--- config.mk ---
export PLATFORM = sky130hd
export DESIGN_NAME = prio_encoder_pipe
export DESIGN_NICKNAME = d
export VERILOG_FILES = /design/src/rtl/prio_encoder_pipe.sv
export SDC_FILE = /design/constraint.sdc
export NUM_CORES = 1
export LEC_CHECK = 0
export ABC_AREA = 1
export CORE_ASPECT_RATIO = 0.9
export CORE_MARGIN = 3
export CORE_UTILIZATION = 31
export CTS_BUF_LIST = sky130_fd_sc_hd__clkbuf_8
export DETAILED_ROUTE_END_ITERATION = 7
export PLACE_DENSITY = 0.63
export SETUP_SLACK_MARGIN = 0.05
export SLEW_MARGIN = 30
export SYNTH_ARGS = -nofsm -noshare
export SYNTH_HDL_FRONTEND = slang
export SYNTH_SLANG_ARGS = --single-unit
--- constraint.sdc ---
create_clock -name clk -period 1.6 [get_ports clk]
set_input_delay 0.32 -clock clk [delete_from_list [all_inputs] [get_ports clk]]
set_output_delay 0.32 -clock clk [all_outputs]
set_load 0.02 [all_outputs]
--- src/rtl/prio_encoder_pipe.sv ---
// -----------------------------------------------------------------------------
// prio_encoder_pipe
//   Registered N-to-log2(N) priority encoder with a valid/ready handshake on
//   both sides. A main register drives the outputs; a skid register absorbs
//   one extra accepted vector. This lets in_ready come straight from a flop
//   rather than depending combinationally on out_ready.
//
// Parameters
//   N        input vector width (power of two, >= 2)
//   PRIO_HI  1: the highest set index wins, 0: the lowest set index wins
//
// Ports
//   clk        rising-edge clock
//   rst_n      asynchronous active-low reset
//   in_valid   in_vec is valid
//   in_ready   block can accept (registered)
//   in_vec     request / one-hot vector
//   out_valid  out_* fields are valid
//   out_ready  consumer accepts the current output
//   out_code   index of the winning set bit
//   out_zero   in_vec was all zeros
//   out_multi  more than one bit of in_vec was set
// -----------------------------------------------------------------------------
module prio_encoder_pipe #(
    parameter int N       = 4,
    parameter bit PRIO_HI = 1'b1
) (
    input  logic                 clk,
    input  logic                 rst_n,
    input  logic                 in_valid,
    output logic                 in_ready,
    input  logic [N-1:0]         in_vec,
    output logic                 out_valid,
    input  logic                 out_ready,
    output logic [$clog2(N)-1:0] out_code,
    output logic                 out_zero,
    output logic                 out_multi
);

    localparam int W = $clog2(N);

    localparam logic [1:0] ST_EMPTY = 2'd0;
    localparam logic [1:0] ST_ONE   = 2'd1;
    localparam logic [1:0] ST_TWO   = 2'd2;

    typedef struct packed {
        logic [W-1:0] code;
        logic         zero;
        logic         multi;
    } enc_t;

    // Scan every bit once. With PRIO_HI the last set bit seen overwrites the
    // code (highest index wins); otherwise only the first set bit is kept.
    function automatic enc_t encode(input logic [N-1:0] v);
        enc_t        r;
        int unsigned cnt;
        r   = '0;
        cnt = 0;
        for (int i = 0; i < N; i++) begin
            if (v[i]) begin
                cnt = cnt + 1;
                if (PRIO_HI || (cnt == 1)) begin
                    r.code = W'(i);
                end
            end
        end
        r.zero  = (cnt == 0);
        r.multi = (cnt > 1);
        return r;
    endfunction

    logic [1:0] state_q, state_d;
    enc_t       main_q, main_d;
    enc_t       skid_q, skid_d;
    logic       in_ready_q, in_ready_d;

    logic       accept;
    logic       drain;
    enc_t       enc_in;

    assign enc_in = encode(in_vec);
    assign accept = in_valid && in_ready_q;
    assign drain  = (state_q != ST_EMPTY) && out_ready;

    always_comb begin
        state_d = state_q;
        main_d  = main_q;
        skid_d  = skid_q;
        case (state_q)
            ST_EMPTY: begin
                if (accept) begin
                    main_d  = enc_in;
                    state_d = ST_ONE;
                end
            end
            ST_ONE: begin
                if (accept && drain) begin
                    main_d = enc_in;
                end else if (accept) begin
                    skid_d  = enc_in;
                    state_d = ST_TWO;
                end else if (drain) begin
                    state_d = ST_EMPTY;
                end
            end
            ST_TWO: begin
                // in_ready is low here, so only a drain can happen.
                if (drain) begin
                    main_d  = skid_q;
                    state_d = ST_ONE;
                end
            end
            default: begin
                state_d = ST_EMPTY;
            end
        endcase
        // Registered ready: look ahead at the next state.
        in_ready_d = (state_d != ST_TWO);
    end

    // Data registers are reset as well so out_* read as zero after reset.
    always_ff @(posedge clk or negedge rst_n) begin
        if (!rst_n) begin
            state_q    <= ST_EMPTY;
            in_ready_q <= 1'b1;
            main_q     <= '0;
            skid_q     <= '0;
        end else begin
            state_q    <= state_d;
            in_ready_q <= in_ready_d;
            main_q     <= main_d;
            skid_q     <= skid_d;
        end
    end

    assign in_ready  = in_ready_q;
    assign out_valid = (state_q != ST_EMPTY);
    assign out_code  = main_q.code;
    assign out_zero  = main_q.zero;
    assign out_multi = main_q.multi;

endmodule

==> key figures, run 1 <==
Setup path
  – Flop2flop setup slack: about 0.38 ns
  – Crit. End Element: register
  – Crit Path Class: input pin to register
  – Startpoint types: input pin
  – WP data required: 1.73 ns
  – CP cell instances: dlygate4sd2_1, inv_2, nand2_1, and2_1, inv_2, ha_4, or2_1, nand2_2, inv_2, nor2_4, nand2_1, nand2_1, nand2_1
  – R2r worst-path depth: 4
  – Peak fanout along the critical path: 3
  – Max incr delay on CP: approximately 0.26 ns
  – Worst path slowest cell: dlygate4sd2_1
  – Critical path's most frequent cell: nand2_1
  – Crit path arrival time: about 1.7 ns

Yosys
  – Post-synthesis cell count: 96
  – Cell variety after synth: 19
  – Synth warn: 0
  – Register area share after synthesis: ~40%
  – Netlist Area Pre-Place: slightly below 700 sq um
  – Syn_area_per_cell: 7.18 sq um
  – Flops & latches, synth: 11
  – Post-Syn Nets: 107
  – Cell taking the most area after synthesis: dfrtp_1
  – Top post-synthesis cells by area: dfrtp_1 36%, nand2_1 19%, inv_1 7.1%
  – Post-synth top area share: between 30% and 40%

Power
  – Power, Total: between 1 and 1.5 mW
  – Gate power share: 45.4%
  – P_int: roughly 0.83 mW
  – Worst IR Drop VDD: approximately 0.8 mV
  – Switching share of power: 37.9%
  – Leak Pwr: roughly 0.6 nW
  – PwrDens: between 1000 and 1500 nW/um^2
  – Clock share of power: 19.7%
  – Seq pwr share: 34.9%
  – Net Sw Power: just over 0.5 mW

Die
  – Row cnt: 15
  – Number of primary I/O pins: 14
  – Overall die width: ~56 microns
  – Starting density of the core: roughly a third
  – Vert. Die Dim: between 50 and 60 microns
  – Core area: 2010 sq um
  – Die area: ~2800 sq um

Global routing
  – Pin count of the biggest net entering global routing: 12
  – Number of global-route vias before repair: 631
  – Global-route wire length before repair: around 2500 microns
  – Grt met1 use: 13.8%
  – Global route total overflow: 0
  – Met2 Use GR: a little under a fifth
  – Tot GR Track Use: 11.4%
  – Met3 Track Usage GR: between 4 and 5%
  – GRT busiest layer: met2
  – Initial antenna violation count: 0

Clocking
  – CTS sink cnt: 11
  – TritonCTS Buffers: 3
  – Root Buffer: clkbuf_8
  – Clk_lat worst skew: 0.23 ns
  – Clock Path Buffers: 2
  – CTS tree: done
  – Clock Pin Slew Worst Setup and Hold Paths: 0.05 ns
  – Post-CTS Hold Fix Bufs: 0
  – Htree depth: 1

Finish
  – Non-filler cells, final: about 150
  – Multi-input gate area: roughly 380 sq um
  – Seq. cell area: 277 sq um
  – Layout fillers: approximately 190
  – Area growth syn-to-layout: 53.9%
  – Nets@finish: between 100 and 150
  – ANT cells: 0
  – Share of layout cells above drive strength 1: 32.5%

Timing
  – Final Hold Vio Count: 0
  – Final WS setup: ~0.036 ns
  – Endpoints failing setup: 0
  – Clk_skew: ~0.0017 ns
  – Worst slew pin tran: 0.475 ns
  – Slew headroom: ~68%
  – Final Critical Period: around 1.6 ns
  – Final Cycle Share: between 90% and 100%
  – Setup_tns: 0 ns
  – Slew Viols, Final: 0
  – Max Clock Freq: about 640 MHz
  – RSZ-0062 raised after global routing: yes

Detailed routing
  – Drt via density: about 4.4
  – DRC: 0
  – Wirelength per Cell: 9.26 microns
  – Antenna Nets Post-Route: 0
  – Total Wirelength: 1400 microns
  – Vias after detailed routing: ~660
  – First-pass iteration count of the detailed router: 4
  – Iter 0 DRT Violations: 12

Placement
  – Worst slack, placed: -0.779 ns
  – Global placement routability congestion: slightly above 0.8
  – Dpl cells: between 100 and 150
  – IO Port Bufs: 13
  – Placed wire-length estimate: about 1100 microns

Job
  – Max Cap Viol: 0

Run status
  – Status: complete, no violations

Min path
  – Tightest Hold Check Type: input pin to asynchronous set/reset pin
==> cells in the mapped netlist, drive strengths merged <==
cell   count
nand2     37
inv       19
dfrtp     10
nor2       8
o21ai      8
nand3      4
ha         3
o31ai      2
and2       1
dfstp      1
nor3       1
or2        1
xor2       1
==> what timing repair did <==
| item | 4_1_cts | 5_1_grt |
|---|---|---|
| endpoints found under the setup margin | 6 | 8 |
| resized for setup | 15 | 11 |
| setup buffers | 5 | 0 |
| pin swaps | 9 | 8 |
==> routing by layer <==
metal	up-vias	wire (microns)
met3	0	61
met4	0	0
met2	12	643
met5	-	0
met1	297	695
li1	352	-
==> area by class of cell <==
cell class	instances	area share [%]
sequential	11	26.1
timing repair buffer	26	22.9
tap	25	2.95
inverter	19	7.90
clock buffer	3	3.89
multi-input combinational	66	36.0
clock inverter	1	0.354
==> cells by family (layout without fill, tap and decap cells) <==
kind of cell,count (synthesis),in the layout,synth area share [%]
simple gates,52,52,34.8
buf+inv,19,49,10.3
flops,11,11,40.1
compound gates,10,10,7.98
fa+ha+maj,3,3,5.45
xor+xnor,1,1,1.27
==> stage by stage <==
stage	hold WS (ns)	util, %	instance area (sq um)
floorplan	0.0244	-	719
detailed placement	0.471	47.2	948
CTS	0.431	51.3	1030
global placement	0.468	47.2	948
global route	0.443	52.8	1060
finish	0.414	52.8	1060
==> state kept, by name, indices dropped and copies added, names as in the netlist <==
name,flops
skid_q,4
out_code,2
state_q,2
in_ready,1
out_multi,1
out_zero,1
==> power by group through the flow <==
| stage | Clock [mW] | Combinational, mW | Sequential, mW |
|---|---|---|---|
| detailed placement | 0 | 0.613 | 0.474 |
| global placement | 0 | 0.603 | 0.471 |
| global route | 0.291 | 0.694 | 0.488 |
| finish | 0.265 | 0.611 | 0.469 |
| CTS | 0.273 | 0.616 | 0.472 |
| floorplan | 0 | 0.300 | 0.537 |
==> critical path: cells and delay by family <==
family,cells,cell delay (ns)
buffers and inverters,4,0.45
adders and majority gates,1,0.19
and+or+nand+nor,8,0.73
==> placed cells by master (no fill, tap or decap), drive strengths merged, types with 4 or more instances in the layout <==
master / instances
clkdlybuf4s50: 5
nor2: 8
buf: 15
nand2: 37
inv: 20
o21ai: 8
nand3: 4
dfrtp: 10
==> worst paths after layout <==
kind                                      endpoint                     from
max                          out_multi$_DFFE_PN0P_                in_vec[2]
min                           out_zero$_DFFE_PN0P_                    rst_n
max reg2reg                   state_q[1]$_DFF_PN0_       in_ready$_DFF_PN1_
min reg2reg                out_code[1]$_DFFE_PN0P_  out_code[1]$_DFFE_PN0P_
max in group asynchronous       in_ready$_DFF_PN1_                    rst_n
min in group clk           out_code[1]$_DFFE_PN0P_  out_code[1]$_DFFE_PN0P_
Power figures use the tool's default switching activity.
==> inputs of run 2 (changes only) <==
- CTS_CLUSTER_SIZE: not set -> 25
==> results of run 2 <==
Final layout, timing and power as in run 1 (identical DEF).
==> inputs of run 3 (changes only) <==
- ABC_CLOCK_PERIOD_IN_PS: not set -> 1600
==> results of run 3 <==
Final layout, timing and power as in run 1 (identical DEF).
